==> src/rtl/quad_decoder.sv <==
// Purpose: quadrature A/B decoder producing step/dir pulses and an n-bit wrapping position count.
// Latency: an a/b change stable before edge k updates o/step/dir at edge k+2.
// Backpressure: none; pins are sampled every cycle and en only gates counting, never phase tracking.
module quad_decoder #(
    parameter int unsigned       n    = 4,
    parameter logic [n-1:0]      INIT = n'(4'b1010)
) (
    input  logic         clk,
    input  logic         reset,
    input  logic         en,
    input  logic         clr,
    input  logic         a,
    input  logic         b,
    output logic [n-1:0] o,
    output logic         step,
    output logic         dir,
    output logic         err
);

    // Start-up sequence: two cycles to fill the synchronizer, one to prime prev.
    typedef enum logic [1:0] {
        WAIT0 = 2'd0,
        WAIT1 = 2'd1,
        PRIME = 2'd2,
        TRACK = 2'd3
    } state_t;

    state_t       state_q, state_d;
    logic [1:0]   s1_q, s1_d;
    logic [1:0]   s2_q, s2_d;
    logic [1:0]   prev_q, prev_d;
    logic [n-1:0] o_q, o_d;
    logic         step_q, step_d;
    logic         dir_q, dir_d;
    logic         err_q, err_d;

    logic         is_up;
    logic         is_down;
    logic         is_bad;
    logic         tracking;

    // State register for all flops; reset also restarts the start-up sequence.
    always_ff @(posedge clk) begin
        if (!reset) begin
            state_q <= WAIT0;
            s1_q    <= 2'b00;
            s2_q    <= 2'b00;
            prev_q  <= 2'b00;
            o_q     <= INIT;
            step_q  <= 1'b0;
            dir_q   <= 1'b0;
            err_q   <= 1'b0;
        end else begin
            state_q <= state_d;
            s1_q    <= s1_d;
            s2_q    <= s2_d;
            prev_q  <= prev_d;
            o_q     <= o_d;
            step_q  <= step_d;
            dir_q   <= dir_d;
            err_q   <= err_d;
        end
    end

    // Two-flop synchronizer for the asynchronous encoder pins, bits ordered {a,b}.
    always_comb begin
        s1_d = {a, b};
        s2_d = s1_q;
    end

    // Start-up FSM: walk to TRACK one state per cycle, then stay there.
    always_comb begin
        state_d = state_q;
        case (state_q)
            WAIT0:   state_d = WAIT1;
            WAIT1:   state_d = PRIME;
            PRIME:   state_d = TRACK;
            TRACK:   state_d = TRACK;
            default: state_d = WAIT0;
        endcase
    end

    // Classify the prev -> current Gray transition; equal phases classify as nothing.
    always_comb begin
        is_up   = 1'b0;
        is_down = 1'b0;
        is_bad  = 1'b0;
        case ({prev_q, s2_q})
            4'b00_01, 4'b01_11, 4'b11_10, 4'b10_00: is_up   = 1'b1;
            4'b01_00, 4'b11_01, 4'b10_11, 4'b00_10: is_down = 1'b1;
            4'b00_11, 4'b11_00, 4'b01_10, 4'b10_01: is_bad  = 1'b1;
            default: ;
        endcase
    end

    // Count, pulse and error update; clr overrides the count and error but not step/dir.
    always_comb begin
        tracking = (state_q == TRACK);
        prev_d   = prev_q;
        o_d      = o_q;
        step_d   = 1'b0;
        dir_d    = dir_q;
        err_d    = err_q;

        // prev follows s2 from PRIME onward, regardless of en or illegal steps.
        if (state_q == PRIME || tracking) begin
            prev_d = s2_q;
        end

        if (tracking && en && (is_up || is_down)) begin
            step_d = 1'b1;
            dir_d  = is_down;
            o_d    = is_up ? (o_q + 1'b1) : (o_q - 1'b1);
        end

        if (tracking && is_bad) begin
            err_d = 1'b1;
        end

        if (clr) begin
            o_d   = INIT;
            err_d = 1'b0;
        end
    end

    assign o    = o_q;
    assign step = step_q;
    assign dir  = dir_q;
    assign err  = err_q;

endmodule

==> config.mk <==
export PLATFORM = sky130hd
export DESIGN_NAME = quad_decoder
export DESIGN_NICKNAME = d
export VERILOG_FILES = /design/src/rtl/quad_decoder.sv
export SDC_FILE = /design/constraint.sdc
export NUM_CORES = 1
export LEC_CHECK = 0
export BUFFER_PORTS_ARGS = -buffer_cell sky130_fd_sc_hd__buf_2
export CAP_MARGIN = 20
export CORE_UTILIZATION = 46
export DETAILED_ROUTE_END_ITERATION = 12
export PLACE_DENSITY = 0.71
export SLEW_MARGIN = 0
export SYNTH_ARGS = -nofsm -noshare
export SYNTH_HDL_FRONTEND = slang
export SYNTH_SLANG_ARGS = --single-unit
export TNS_END_PERCENT = 20
==> constraint.sdc <==
create_clock -name clk -period 2 [get_ports clk]
set_clock_uncertainty 0.2 [all_clocks]
set_input_delay 0.5 -clock clk [delete_from_list [all_inputs] [get_ports clk]]
set_output_delay 0.5 -clock clk [all_outputs]
set_load 0.01 [all_outputs]
==> qor.yml <==
layout:
  final_nets: 100
  multi_input_area_sq_um: 411.6
  final_util_pct: 67.73
  area_growth_syn_to_layout_pct: 32.72
  drive_gt1_share_pct: 42.22
  fillers: 113
  antennaDiodeCount: 0
  seqCellArea_sq_um: 302.8
setup_path:
  setup.worst_path.end: "o[3]$_SDFFE_PP1P_"
  arrival_ns: 2.05
  startpoint: "s2_q[1]$_SDFF_PN0_"
  required_ns: 2.02
  r2r-end: "o[3]$_SDFFE_PP1P_"
  worst_setup_path_start_kind: "flip-flop"
  r2r_setup_slack_ns: -0.03
  critPathMaxFanout: 3
  r2r_start: "s2_q[1]$_SDFF_PN0_"
  slowest_stage: "dfxtp_2"
  reg2reg_depth: 8
  crit_path_max_incr_delay_ns: 0.34
  worstSetupPathType: "flip-flop to flip-flop"
  crit_chain: "xor2_2 > nor2_2 > inv_2 > ha_4 > a21oi_2 > a211o_1 > a211oi_2 > mux2i_1"
  endpoint_kind: "flip-flop"
clock_network:
  cts.sinks: 15
  cts_htree_levels: 1
  cts.clk_slew.worst_paths_ns: 0.09
  ctsLongestPathBuffers: 2
  clk_latency_ns: 0.28
  cts_tree: "built"
  cts_setup_buffers: 0
  clockRootBuffer: "clkbuf_4"
  cts_buffers: 3
  post_cts_hold_buffer_count: 0
grt:
  grt-ovfl-total: 0
  gr-usage-met2_pct: 31.75
  use_met1_pct: 23.13
  antenna_found_initial: 0
  grt_pass1_vias: 469
  busiest_layer: "met2"
  met3_usage_pct: 3.333
  grt_pass1_wl_mm: 1.980
  grt_max_degree: 12
  grt_use_total_pct: 19.77
synthesis:
  async_flop_share_pct: 0
  synth_cell_type_count: 26
  syn_area_sq_um: 680.7
  synth_top_area_share_pct: 44.12
  syn_nets: 77
  ys_ff_latch: 15
  synth_area_leaders: "dfxtp_1 (44%), xor2_2 (4.8%), and2_1 (4.6%), mux2i_1 (4.4%), ha_1 (3.7%)"
  postSynthCellCount: 68
  synth_area_leader_cell: "dfxtp_1"
  synthFlopType: "dfxtp_1"
  yosysSeqAreaShare_pct: 44.12
  synth_warnings: 0
  synth-edff-count: 0
  avgSynthCellArea_sq_um: 10.01
sta:
  max_slew.worst_pin.slew_ns: 0.3483
  fin_crit_sh_pct: 101.4
  slew_headroom_pct: 76.71
  rsz0062_at_grt: "yes"
  finalHoldViolCount: 0
  clock.fmax_ghz: 0.4930
  finalMaxSlewViolations: 0
  worst_slack_ns: -0.02855
  setup_viol: 1
  post-route-min-period_ns: 2.029
placed_design:
  place.gp.congestion: 0.7295
  dp_slack_ns: -0.1024
  io_buffers: 12
floorplan:
  dieArea_sq_um: 1637
  core_sq_um: 1334
  fp.dieW_um: 40.47
  rows: 13
  ios: 13
  die_h_um: 40.47
  start_util_pct: 51.03
power:
  power.density_nw_per_um2: 627.7
  p_leak_uw: 0.0003711
  ir_worst_vdd_uv: 471.5
detailed_routing:
  ant_nets: 0
  drt-total-wl_mm: 1.234
  drc_errors: 0
  wl_per_cell_um: 11.75
  route.vias.total: 516
  viasPerCell: 4.914
  first_pass_iters: 4
  dr.first_iter.drc_count: 9
job:
  cap_violations: 0
outcome:
  status: "finished, violations left"
  violations: "negative setup slack"
worst_hold_path:
  hold_class: "input port to flip-flop"
kinds of logic after synthesis:
family	Yosys count	share of synthesized area, %
and+or+nand+nor	17	14.34
muxes	3	4.412
buffers and inverters	8	4.594
xor gates and xnor gates	6	9.927
AOI/OAI and AO/OA	16	15.99
adders and majority gates	3	6.617
DFF	15	44.12
cells in the mapped netlist, types with 2 or more instances:
master / instances
nand3_1: 2
a21boi_0: 2
nor2b_1: 3
inv_1: 6
a21oi_1: 3
and2_1: 5
nor2_1: 3
ha_1: 2
xnor2_1: 2
xor2_2: 2
xor2_1: 2
or3_1: 2
o21ai_0: 5
dfxtp_1: 15
mux2i_1: 3
how the worst min path moves through the flow:
stage	depth (start not counted)	endpoint	from
finish	2	s1_q[0]$_SDFF_PN0_	b
global route	2	s1_q[1]$_SDFF_PN0_	a
CTS	2	s1_q[0]$_SDFF_PN0_	b
detailed placement	1	s2_q[1]$_SDFF_PN0_	s1_q[1]$_SDFF_PN0_
global placement	1	s2_q[1]$_SDFF_PN0_	s1_q[1]$_SDFF_PN0_
floorplan	1	s2_q[0]$_SDFF_PN0_	s1_q[0]$_SDFF_PN0_
report_power, final:
part / leakage (uW) / internal (uW) / total (uW) / switching [uW]
logic: 0.000230 / 40.0 / 77.7 / 37.7
registers: 0.000123 / 309 / 318 / 9.43
clock network: 0.0000177 / 74.3 / 171 / 97.1
critical path: cells and delay by family, from the launching register on:
kind            cells  cell delay [ns]
xor+xnor            1             0.18
fa+ha+maj           1             0.29
simple gates        1             0.14
compound gates      3             0.55
mux                 1             0.19
buf+inv             1             0.07
flops               1             0.34
final cells by class:
cell class | instances | share of cell area (%)
inverters | 6 | 2.493
well taps | 15 | 2.078
repair buffers | 20 | 13.30
clock buffers | 3 | 2.493
clock inverters | 1 | 0.5540
flip-flops and latches | 15 | 33.52
multi-input cells | 45 | 45.57
state kept, by name, indices dropped and copies added, names as in the netlist:
signal and count:
o 4, prev_q 2, state_q 2, err 1, step 1, s1_q 2, dir 1, s2_q 2
repair_timing:
item                                   in CTS  in global routing
pin swaps                                   0                  2
gates resized for setup                     2                  9
endpoints found under the hold margin       0                  0
setup endpoints to repair                   2                  2
layer usage:
metal,vias to the layer above,wire [um],share of wire [%]
met3,2,28,2.3
met5,-,0,0
met1,234,570,46
met2,8,623,50
li1,272,-,-
met4,0,11,0.89
layout by cell type, fill, tap and decap left out, types with 2 or more instances in the layout:
cell,netlist,final
a21oi_2,0,2
inv_1,6,5
and2_1,5,5
xor2_2,2,3
buf_2,1,12
o21ai_0,5,5
ha_4,0,2
nor2b_1,3,3
a21boi_0,2,2
clkbuf_4,0,3
nor2_1,3,2
mux2i_1,3,3
dfxtp_2,0,2
buf_4,0,8
dfxtp_1,15,13
or3_1,2,2
per-stage QoR:
stage          power [uW]  instance area, sq um  hold slack (ns)  TNS [ns]  instances
6_report            567.1                 903.4           0.2142  -0.02855        105
2_1_floorplan       367.2                 693.2           0.2119  -0.04112         68
3_3_place_gp        390.7                 823.3           0.2162         0        101
5_1_grt             595.3                 903.4           0.2016   -0.1733        105
4_1_cts             566.2                 853.3           0.2062  -0.09595        105
3_5_place_dp        394.1                 823.3           0.2290   -0.1024        101
Note: power is estimated with default switching activity, not from simulation.
